## config.mk

```make
export PLATFORM = sky130hd
export DESIGN_NAME = output_uart_tx
export DESIGN_NICKNAME = d
export VERILOG_FILES = /design/src/rtl/output_uart_tx.sv
export SDC_FILE = /design/constraint.sdc
export NUM_CORES = 1
export LEC_CHECK = 0
export CAP_MARGIN = 20
export CORE_MARGIN = 5
export CORE_UTILIZATION = 30
export CTS_CLUSTER_DIAMETER = 60
export DETAILED_ROUTE_END_ITERATION = 16
export PLACE_DENSITY_LB_ADDON = 0.15
export SLEW_MARGIN = 20
export SYNTH_ARGS = -nofsm -noshare
export SYNTH_HDL_FRONTEND = slang
export SYNTH_SLANG_ARGS = --single-unit
```

## constraint.sdc

```tcl
create_clock -name clock -period 2.7 [get_ports clock]
set_input_delay 0.54 -clock clock [delete_from_list [all_inputs] [get_ports clock]]
set_output_delay 0.54 -clock clock [all_outputs]
set_load 0.03 [all_outputs]
```

## src/rtl/output_uart_tx.sv

```systemverilog
// output_uart_tx -- serial result stream for the SAP output register.
//
// Latches the 16-bit result on a load strobe and sends it as four uppercase
// ASCII hex characters (MSB nibble first) on an 8N1 UART line. CR LF can be
// appended to each message.
//
// Build option: define OUTPUT_UART_PARITY_EN to insert an even-parity bit
// after the data bits, which gives 8E1 frames of 11 bits.
//
// Parameters:
//   CLKS_PER_BIT  clock cycles per UART bit (2 or more)
//   SEND_CRLF     1: append 0x0D 0x0A after the hex characters
//
// Ports:
//   clock    system clock, rising edge
//   reset    asynchronous reset, active low
//   load     one-cycle strobe; accepted only while busy is low
//   data_in  16-bit value, captured on an accepted load
//   tx       UART serial line, idles high
//   busy     high while a message is in flight (registered)
//   dropped  one-cycle pulse after a load that arrived while busy
module output_uart_tx #(
    parameter int CLKS_PER_BIT = 16,
    parameter bit SEND_CRLF    = 1'b1
) (
    input  logic        clock,
    input  logic        reset,
    input  logic        load,
    input  logic [15:0] data_in,
    output logic        tx,
    output logic        busy,
    output logic        dropped
);

    localparam int             BW        = (CLKS_PER_BIT > 2) ? $clog2(CLKS_PER_BIT) : 1;
    localparam logic [BW-1:0]  BAUD_LAST = BW'(CLKS_PER_BIT - 1);
    localparam logic [2:0]     LAST_CHAR = SEND_CRLF ? 3'd5 : 3'd3;

    typedef enum logic [2:0] {
        IDLE,
        START,
        DATA,
`ifdef OUTPUT_UART_PARITY_EN
        PARITY,
`endif
        STOP
    } state_t;

    state_t        state, state_nxt;
    logic [BW-1:0] baud_cnt, baud_cnt_nxt;
    logic [2:0]    bit_idx, bit_idx_nxt;
    logic [2:0]    char_idx, char_idx_nxt;
    logic [15:0]   shadow, shadow_nxt;
    logic          busy_nxt;
    logic          baud_done;
    logic [3:0]    nibble;
    logic [7:0]    cur_byte;

    assign baud_done = (baud_cnt == BAUD_LAST);

    // Character currently on the wire, derived from the shadow register.
    always_comb begin
        nibble   = 4'h0;
        cur_byte = 8'h0A;
        case (char_idx)
            3'd0: nibble = shadow[15:12];
            3'd1: nibble = shadow[11:8];
            3'd2: nibble = shadow[7:4];
            3'd3: nibble = shadow[3:0];
            default: nibble = 4'h0;
        endcase
        if (char_idx < 3'd4)
            cur_byte = (nibble < 4'd10) ? (8'h30 + {4'h0, nibble})
                                        : (8'h37 + {4'h0, nibble});
        else if (char_idx == 3'd4)
            cur_byte = 8'h0D;
        else
            cur_byte = 8'h0A;
    end

    // Line level is a pure decode of the frame position.
    always_comb begin
        tx = 1'b1;
        case (state)
            START:  tx = 1'b0;
            DATA:   tx = cur_byte[bit_idx];
`ifdef OUTPUT_UART_PARITY_EN
            PARITY: tx = ^cur_byte;
`endif
            default: tx = 1'b1;
        endcase
    end

    always_comb begin
        state_nxt    = state;
        baud_cnt_nxt = baud_cnt;
        bit_idx_nxt  = bit_idx;
        char_idx_nxt = char_idx;
        shadow_nxt   = shadow;
        busy_nxt     = busy;

        // Every non-idle state lasts exactly one bit time.
        if (state != IDLE)
            baud_cnt_nxt = baud_done ? '0 : baud_cnt + BW'(1);

        case (state)
            IDLE: begin
                if (load) begin
                    state_nxt    = START;
                    shadow_nxt   = data_in;
                    char_idx_nxt = 3'd0;
                    baud_cnt_nxt = '0;
                    busy_nxt     = 1'b1;
                end
            end
            START: begin
                if (baud_done) begin
                    state_nxt   = DATA;
                    bit_idx_nxt = 3'd0;
                end
            end
            DATA: begin
                if (baud_done) begin
                    if (bit_idx == 3'd7) begin
`ifdef OUTPUT_UART_PARITY_EN
                        state_nxt = PARITY;
`else
                        state_nxt = STOP;
`endif
                    end else begin
                        bit_idx_nxt = bit_idx + 3'd1;
                    end
                end
            end
`ifdef OUTPUT_UART_PARITY_EN
            PARITY: begin
                if (baud_done)
                    state_nxt = STOP;
            end
`endif
            STOP: begin
                if (baud_done) begin
                    // No gap between characters: next start bit follows directly.
                    if (char_idx == LAST_CHAR) begin
                        state_nxt = IDLE;
                        busy_nxt  = 1'b0;
                    end else begin
                        state_nxt    = START;
                        char_idx_nxt = char_idx + 3'd1;
                    end
                end
            end
            default: state_nxt = IDLE;
        endcase
    end

    always_ff @(posedge clock or negedge reset) begin
        if (!reset) begin
            state    <= IDLE;
            baud_cnt <= '0;
            bit_idx  <= 3'd0;
            char_idx <= 3'd0;
            shadow   <= 16'h0;
            busy     <= 1'b0;
            dropped  <= 1'b0;
        end else begin
            state    <= state_nxt;
            baud_cnt <= baud_cnt_nxt;
            bit_idx  <= bit_idx_nxt;
            char_idx <= char_idx_nxt;
            shadow   <= shadow_nxt;
            busy     <= busy_nxt;
            // busy is the registered value, so a load on the edge where busy
            // falls still counts as dropped.
            dropped  <= load & busy;
        end
    end

endmodule

```

After elaboration in Yosys (flattened, before gate mapping)
Index checks and enable logic that the tools add are counted.
- bits in registers: 31
- input port bits: 19
- output and inout bits: 3
- logic and storage cells: 74
- add/subtract/negate cells: 5
- order comparisons: 3
- eq/ne operators: 18
- multiplexer cells: 30
- bitwise gates (word level): 1
- reduce and logical (&&, ||, !) cells: 10
- operators with widths (operator ; count):
    3-bit two-way mux ; 12
    4-bit two-way mux ; 4
    2-bit inequality test, second input constant ; 8
    4-bit one-hot mux with 4 select lines ; 1
    6-bit by 4-bit adder with 7-bit output, first input constant ; 2
    7-bit two-way mux ; 2
    3-bit by 2-bit == test with 1-bit output, second input constant ; 4
    3-bit one-hot mux with 2 select lines ; 2
    3-bit one-hot mux with 4 select lines ; 1
    4-bit AND reduction ; 3
    3-bit == test, second input constant ; 3
    3-bit by 1-bit adder with 3-bit output, second input constant ; 2
    3-bit by 1-bit == test with 1-bit output, second input constant ; 2
    3-bit logical NOT ; 2
    1-bit two-way mux ; 5
    5-bit AND reduction ; 1
    4-bit by 1-bit adder with 4-bit output, second input constant ; 1
    4-bit == test, second input constant ; 1
    3-bit by 4-bit less-than comparator with 1-bit output, second input constant ; 1
    4-bit less-than comparator, second input constant ; 1
    1-bit one-hot mux with 2 select lines ; 2
    2-bit nonzero test ; 2
    1-bit binary-select mux with 3-bit select ; 1
    3-bit less-than comparator, second input constant ; 1
    3 further kinds ; 3

Longest topological paths before layout
Gate-level depths: netlist of the first run.
- depth after elaboration: 8
- mapped depth: 13

Worst setup path before layout of the first run
No wires, ideal clock.
- path kind: register to output
- start: register char_idx[0]
- end: output port tx
- data arrival time: 2.544 ns
- slack: -0.384 ns
- cell stages (with the launch flop): 13
- path buffers: 0
- cell sequence: dfrtp_1 > inv_1 > ha_1 > a222oi_1 > o21ai_1 > inv_1 > ha_1 > inv_1 > or3_1 > o22ai_1 > a21oi_1 > a211o_1 > o221ai_1
- word-level cells in the longest chain between the ends: 8
- elaborated cells between the ends (all ways): 16
- classes of those cells: 2 x add/sub; 2 x order compare; 4 x eq/ne; 7 x mux; 1 x reduce/logical
- RTL lines (element ; line ; source):
    from (decl) ; 52 ; logic [2:0] char_idx, char_idx_nxt;
    from (signal assigned) ; 170 ; char_idx <= char_idx_nxt;
    3-bit by 2-bit == test with 1-bit output, or another cell as far along ; 65 ; case (char_idx)
    4-bit one-hot mux with 4 select lines ; 65 ;
    6-bit by 4-bit adder with 7-bit output, or another cell as far along ; 74 ; : (8'h37 + {4'h0, nibble});
    7-bit two-way mux ; 73 ; cur_byte = (nibble < 4'd10) ? (8'h30 + {4'h0, nibble})
    7-bit two-way mux * ; 72 ; if (char_idx < 3'd4)
    1-bit binary-select mux with 3-bit select * ; 86 ; DATA: tx = cur_byte[bit_idx];
    1-bit two-way mux (implied by the code) * ; 86 ;
    1-bit one-hot mux with 2 select lines * ; 84 ; case (state)
    to (decl) ; 30 ; output logic tx,
Every way passes the cells marked *; elsewhere a longest branch is shown, timed or not. The select of a mux whose other input is x is not followed.

Worst setup path in the final report of the first run
Ends and elaborated chain as after synthesis.

==> out/metrics.yaml, run 1 <==
run_status:
  status: "finished, violations left"
  violations: "setup timing"
finish:
  nNetsFinal: 250
  final_cell_area_mm2: 0.00241
  drive_above_1_share_pct: 31.5
  utilization_pct: 43.2
  syn2layout_area_growth_pct: 38.7
  antennaDiodeCount: 0
  final_cells: 291
setup_path:
  cp_common_cell: "inv_2"
  path_buf_inv: 4
  required_ns: 2.16
  worst-setup-path-type: "flop to primary output"
  crit_fanout: 4
  worstPathCellList: "inv_2 > ha_4 > a222oi_1 > o21ai_1 > inv_1 > ha_2 > inv_2 > or3_1 > o22ai_1 > a21oi_1 > a211o_1 > o221ai_4 > buf_6"
  cp_slowest_stage_delay_ns: 0.42
  cp_top_family: "compound AO/OA/AOI/OAI gates"
  arrival_ns: 2.84
  critPathLaunchType: "flop"
  crit_slowest_cell: "a222oi_1"
  endpoint_kind: "primary output"
min_path:
  hold_class: "flop to flop"
clock_tree:
  clk_pin_slew_ns: 0.07
  cts_buffers: 5
  clk_latency_ns: 0.28
  cts_tree: "done"
  clock-sinks: 30
  root_buffer: "clkbuf_8"
  h-tree-depth: 2
  cts_buffer_depth: 2
sta:
  setup_slack_ns: -0.680
  setup_viol: 1
  min_period_ns: 3.38
  maxSlewViolCount: 0
  finalCritPeriodShare_pct: 125
  slew_headroom_pct: 65.6
  finalHoldViolations: 0
  rsz0062_at_grt: "true"
  clock.fmax_ghz: 0.296
  worstMarginPinSlew_ns: 0.512
  finClkSkew_ns: 0.00312
placed_design:
  io_buffer_count: 21
  place_area_mm2: 0.00222
  dp.cells: 279
  gp_congestion: 0.788
  hpwl_mm: 3.02
global_route:
  track_usage_pct: 11.9
  grt_pass1_vias: 1453
  antenna_found_initial: 0
  grt_max_degree: 31
  grt_pass1_wl_mm: 6.94
  grt.overflow.total: 0
logic_synthesis:
  synth_cells: 169
  synthTopCellsByArea: "dfrtp_1 (43%), mux2_2 (11%), ha_1 (9.4%), nand2_1 (4.1%), a22o_1 (3.0%)"
  synthArstFlopShare_pct: 100
  synth_top_area_share_pct: 43.2
  synthesis.nets: 201
  yosys_warnings: 0
  synthDistinctLibCells: 41
  ys_ff_latch: 30
  yosysSeqAreaShare_pct: 43.2
  syn-cell-area_mm2: 0.00174
  avgSynthCellArea_um2: 10.3
  yosysTopAreaCell: "dfrtp_1"
  synth_ff_type: "dfrtp_1"
  synth_edf_count: 0
power_and_ir_drop:
  p_leak_nw: 1.10
  powerDensity_mw_per_mm2: 440
  peakVddDrop_mv: 0.195
routing:
  drt_iter0_drc: 66
  drc: 0
  wl_per_cell_um: 13.8
  routed_wirelength_mm: 4.03
  final_antenna_net_count: 0
  vias: 1464
  via_per_inst: 5.03
  drtPass1Iterations: 5
die:
  num_rows: 27
  die_h_um: 86.1
  design.die.area_mm2: 0.00741
  initial_core_util_pct: 31.2
  coreArea_mm2: 0.00557
  io_pins: 22
  die_x_um: 86.1
job:
  cap_violations: 0
## per-layer routing
metal / share of wire [%] / GRT usage (%)
met1: 46 / 15.3
met2: 48 / 19.2
met3: 3.7 / 3.46
met4: 1.5 / 3.88
met5: 0 / 0
## sequential cells by signal, indices dropped and copies added, names as in the netlist
register and flops:
shadow 16, baud_cnt 4, bit_idx 3, char_idx 3, state 2, busy 1, dropped 1
## synth_stat cells (2+ instances only)
cell type  count
o21ai_2        2
dfrtp_1       30
nor2_1        10
nand2b_1       2
mux2_2        17
o21ai_1        2
nand3b_1       2
buf_2          3
o22ai_1        3
inv_1          9
a222oi_1       4
nand2_1       19
a21oi_1        8
ha_1          13
and2_1         2
a22o_1         6
o21ai_0        8
nor2b_1        2
a31oi_1        2
clkbuf_1       4
## logic make-up (layout without fill, tap and decap cells)
kind of cell,count (synthesis),in the layout,share of synthesized area (%)
adders and majority gates,13,13,9.36
DFF,30,30,43.2
AOI/OAI and AO/OA,46,46,19.2
and+or+nand+nor,44,44,12.0
muxes,18,18,11.6
xor gates and xnor gates,2,2,1.01
buffers and inverters,16,66,3.67
## layout make-up
cell class,count,area (um2)
clock inverters,2,60.1
well taps,72,90.1
fillers,535,3160
inverters,9,33.8
flip-flops and latches,30,751
clock buffers,6,82.6
repair buffers,49,422
multi-input cells,123,971
## placed cells by master, fill, tap and decap left out, types with 4 or more instances in the layout
master and instances:
dfrtp_1 30, clkdlybuf4s50_1 20, a22o_1 6, mux2_2 17, nand2_1 19, nor2_1 10
ha_1 9, a222oi_1 4, o21ai_0 8, a21oi_1 7, clkbuf_8 6, buf_4 28
inv_1 6
## per-stage QoR
stage	TNS (ns)	hold slack [ns]	worst slack (ns)	total power [mW]
global route	-0.892	0.544	-0.892	1.10
floorplan	-0.188	0.244	-0.188	0.461
finish	-0.680	0.517	-0.680	1.06
global placement	-0.312	0.486	-0.312	0.496
detailed placement	-0.443	0.505	-0.443	0.497
CTS	-0.682	0.522	-0.682	1.07
## where the power goes
part	internal, mW	switching (mW)	leakage (nW)
registers	0.449	0	0.404
clock network	0.394	0.180	0.0714
logic	0.0244	0.0132	0.620
## path summary, 6_finish.rpt
check | start | to | slack (ns) | depth (start not counted)
worst min-delay path | shadow[2] | shadow[2] | 0.52 | 1
worst min register to register | shadow[2] | shadow[2] | 0.52 | 1
worst max-delay path | char_idx[0] | tx | -0.68 | 13
max in group asynchronous | reset | shadow[0] | 1.76 | 2
worst max register to register | bit_idx[1] | bit_idx[0] | 1.02 | 5
min in group asynchronous | reset | bit_idx[2] | 0.64 | 2
## what timing repair did
item / in CTS / in global routing
pin swaps: 6 / 1
buffers inserted: 4 / 0
hold endpoints to repair: 0 / 0
hold buffers: 0 / 0
gates resized for setup: 6 / 0
setup endpoints to repair: 1 / 1
Note: power is estimated with default switching activity, not from simulation.
==> inputs of run 2 (changes only) <==
--- a/config.mk
+++ b/config.mk
@@ -6,7 +6,7 @@
 export NUM_CORES = 1
 export LEC_CHECK = 0
 export CAP_MARGIN = 20
-export CORE_MARGIN = 5
+export CORE_MARGIN = 1
 export CORE_UTILIZATION = 30
 export CTS_CLUSTER_DIAMETER = 60
 export DETAILED_ROUTE_END_ITERATION = 16
==> run 2 against run 1 <==
The run still ends with setup timing left. Wire length increased by 3.7%. Global-route usage increased by 3.3 points. Die area decreased by 18%. Largest cell class unchanged. Highest routed layer unchanged.
==> out/metrics.yaml, run 2 (same netlist as run 1, synthesis figures left out) <==
finish:
  largest-register: "shadow"  # unchanged
  layout_commonest_cell: "dfrtp_1"  # unchanged
  utilization_pct: 43.4  # was 43.2%
  largestRegisters: "shadow x16, baud_cnt x4"  # unchanged
  fillers: 563  # was 535
  nNetsFinal: 251  # was 250
  largest_register_ffs: 16  # unchanged
  mostFrequentLayoutCells: "dfrtp_1 (30), buf_4 (29), clkdlybuf4s50_1 (20)"  # was dfrtp_1 (30), buf_4 (28), clkdlybuf4s50_1 (20)
  antennaDiodeCount: 0  # unchanged
  drive_above_1_share_pct: 34.5  # was 31.5%
  seqCellArea_um2: 751  # unchanged
  multi_input_area_mm2: 0.00100  # was 971 um2
  syn2layout_area_growth_pct: 38.2  # was 38.7%
sta:
  hold-worst-slack_ns: 0.519  # was 0.517 ns
  setup_tns_ns: -0.664  # was -0.680 ns
  clock.fmax_ghz: 0.297  # was 0.296 GHz
  finalCritPeriodShare_pct: 125  # about the same
  setup_slack_ns: -0.664  # was -0.680 ns
  worstMarginPinSlew_ns: 0.454  # was 0.512 ns
  finClkSkew_ns: 0.00344  # was 0.00312 ns
  setup_viol: 1  # unchanged
  slew_headroom_pct: 69.7  # was 65.6%
  min_period_ns: 3.36  # was 3.38 ns
  maxSlewViolCount: 0  # unchanged
  rsz0062_at_grt: "true"  # unchanged
  finalHoldViolations: 0  # unchanged
die:
  initial_core_util_pct: 31.4  # was 31.2%
  die_h_um: 78.1  # was 86.1 um
  design.die.area_mm2: 0.00610  # was 0.00741 mm2
  die_x_um: 78.1  # was 86.1 um
  num_rows: 27  # unchanged
  coreArea_mm2: 0.00554  # was 0.00557 mm2
  io_pins: 22  # unchanged
setup_path:
  required_ns: 2.16  # about the same
  worstPathCellList: "inv_2 > ha_4 > a222oi_1 > nor2_1 > a21oi_2 > ha_2 > inv_2 > or3_4 > o22ai_2 > a21oi_2 > a211o_1 > o221ai_4 > buf_6"  # was inv_2 > ha_4 > a222oi_1 > o21ai_1 > inv_1 > ha_2 > inv_2 > or3_1 > o22ai_1 > a21oi_1 > a211o_1 > o221ai_4 > buf_6
  reg2reg_depth: 5  # unchanged
  r2r_slack_ns: 0.96  # was 1.02 ns
  worst-setup-path-type: "flop to primary output"  # unchanged
  cp_slowest_stage_delay_ns: 0.40  # was 0.42 ns
  crit_fanout: 4  # unchanged
  critPathLaunchType: "flop"  # unchanged
  crit_slowest_cell: "dfrtp_1"  # was a222oi_1
  arrival_ns: 2.82  # was 2.84 ns
  path_buf_inv: 3  # was 4
  cp_top_family: "compound AO/OA/AOI/OAI gates"  # unchanged
  endpoint_kind: "primary output"  # unchanged
  cp-startpoint: "char_idx[0]"  # unchanged
  r2r_end: "bit_idx[0]"  # unchanged
  r2r_start: "bit_idx[1]"  # unchanged
clock_tree:
  cts_tree: "done"  # unchanged
  clk_pin_slew_ns: 0.07  # about the same
  clock-sinks: 30  # unchanged
  root_buffer: "clkbuf_8"  # unchanged
  cts_buffer_depth: 2  # unchanged
  hold_buffers: 0  # unchanged
  h-tree-depth: 2  # unchanged
  clk_latency_ns: 0.29  # was 0.28 ns
  cts_buffers: 5  # unchanged
global_route:
  grt_pass1_vias: 1547  # was 1,453
  grt.overflow.total: 0  # unchanged
  grt_pass1_wl_mm: 7.22  # was 6.94 mm
  grt_max_degree: 31  # unchanged
  antenna_found_initial: 0  # unchanged
  track_usage_pct: 15.3  # was 11.9%
min_path:
  hold_end: "baud_cnt[0]"  # was shadow[2]
  min-delay-start: "baud_cnt[0]"  # was shadow[2]
  hold_class: "flop to flop"  # unchanged
  hold_depth: 1  # unchanged
power_and_ir_drop:
  p_leak_nw: 1.09  # was 1.10 nW
  netSwitchingPower_uw: 203  # was 194 uW
  p_int_uw: 678  # was 867 uW
  pwr-share-seq_pct: 51.0  # was 42.4%
  peakVddDrop_mv: 0.297  # was 0.195 mV
  pwr-share-comb_pct: 4.3  # was 3.5%
  p_clk_share_pct: 44.7  # was 54.1%
  swShare_pct: 23.0  # was 18.2%
  powerDensity_mw_per_mm2: 367  # was 440 mW/mm2
placed_design:
  gp_congestion: 0.796  # was 0.788
  io_buffer_count: 21  # unchanged
  hpwl_mm: 3.12  # was 3.02 mm
  pre_cts_ws_ns: -0.476  # was -0.443 ns
run_status:
  status: "finished, violations left"  # unchanged
  violations: "setup timing"  # unchanged
routing:
  wl_per_cell_um: 14.3  # was 13.8 um
  drc: 0  # unchanged
  vias: 1453  # was 1,464
  drtPass1Iterations: 5  # unchanged
  final_antenna_net_count: 0  # unchanged
  via_per_inst: 4.98  # was 5.03
  drt_iter0_drc: 123  # was 66
  routed_wirelength_mm: 4.17  # was 4.03 mm
job:
  cap_violations: 0  # unchanged
[run 2: worst reg2reg max path, cell delays in order, from the launching register on]
cell and delay (ns):
dfrtp_1 0.62, ha_1 0.24, ha_1 0.24, nor2_1 0.10
mux2_2 0.26, a22o_1 0.17
[run 2: what timing repair did]
item,in CTS,in global routing
gates cloned,0,0
pin swaps,4,4
setup endpoints to repair,1,1
gates resized for setup,4,9
buffers inserted,3,1
[run 2: cell type report]
| cell class | instances | share of cell area, % |
|---|---|---|
| Inverter | 9 | 1.41 |
| Tap cell | 72 | 3.75 |
| Clock inverter | 2 | 0.521 |
| Timing Repair Buffer | 50 | 17.9 |
| Clock buffer | 6 | 3.44 |
| Sequential cell | 30 | 31.3 |
| Multi-Input combinational cell | 123 | 41.8 |
[run 2: metal layers]
| layer | wire (um) | track usage, % | part of all wire [%] | vias to the layer above |
|---|---|---|---|---|
| li1 | - | - | - | 713 |
| met3 | 156 | 3.95 | 3.7 | 7 |
| met1 | 2010 | 20.7 | 48 | 703 |
| met5 | 0 | 0 | 0 | - |
| met4 | 50 | 6.11 | 1.2 | 0 |
| met2 | 1960 | 23.1 | 47 | 30 |
[run 2: how the worst max path moves through the flow]
stage               end  slack (ns)  depth (start not counted)
floorplan            tx       -0.19                         12
global placement     tx       -0.34                         11
detailed placement   tx       -0.48                         13
CTS                  tx       -0.65                         14
global route         tx       -0.80                         14
finish               tx       -0.66                         13
[run 2: power groups by stage]
stage          logic [mW]  clock network, mW  registers [mW]
2_1_floorplan     0.00261                  0           0.458
3_3_place_gp       0.0376                  0           0.458
4_1_cts            0.0394              0.403           0.449
5_1_grt            0.0417              0.426           0.449
3_5_place_dp       0.0392                  0           0.458
6_report           0.0381              0.394           0.449
[run 2: stage by stage]
step	instance area [um2]	power [mW]	instances
6_report	2400	0.881	292
5_1_grt	2400	0.917	292
4_1_cts	2360	0.892	291
3_5_place_dp	2230	0.497	280
3_3_place_gp	2230	0.495	280
2_1_floorplan	1770	0.461	169
==> inputs of run 3 (changes only) <==
--- a/config.mk
+++ b/config.mk
@@ -5,7 +5,6 @@
 export SDC_FILE = /design/constraint.sdc
 export NUM_CORES = 1
 export LEC_CHECK = 0
-export CAP_MARGIN = 20
 export CORE_MARGIN = 1
 export CORE_UTILIZATION = 30
 export CTS_CLUSTER_DIAMETER = 60
==> results of run 3 <==
Same layout as run 2: the final DEF is identical, and so are final timing and power.
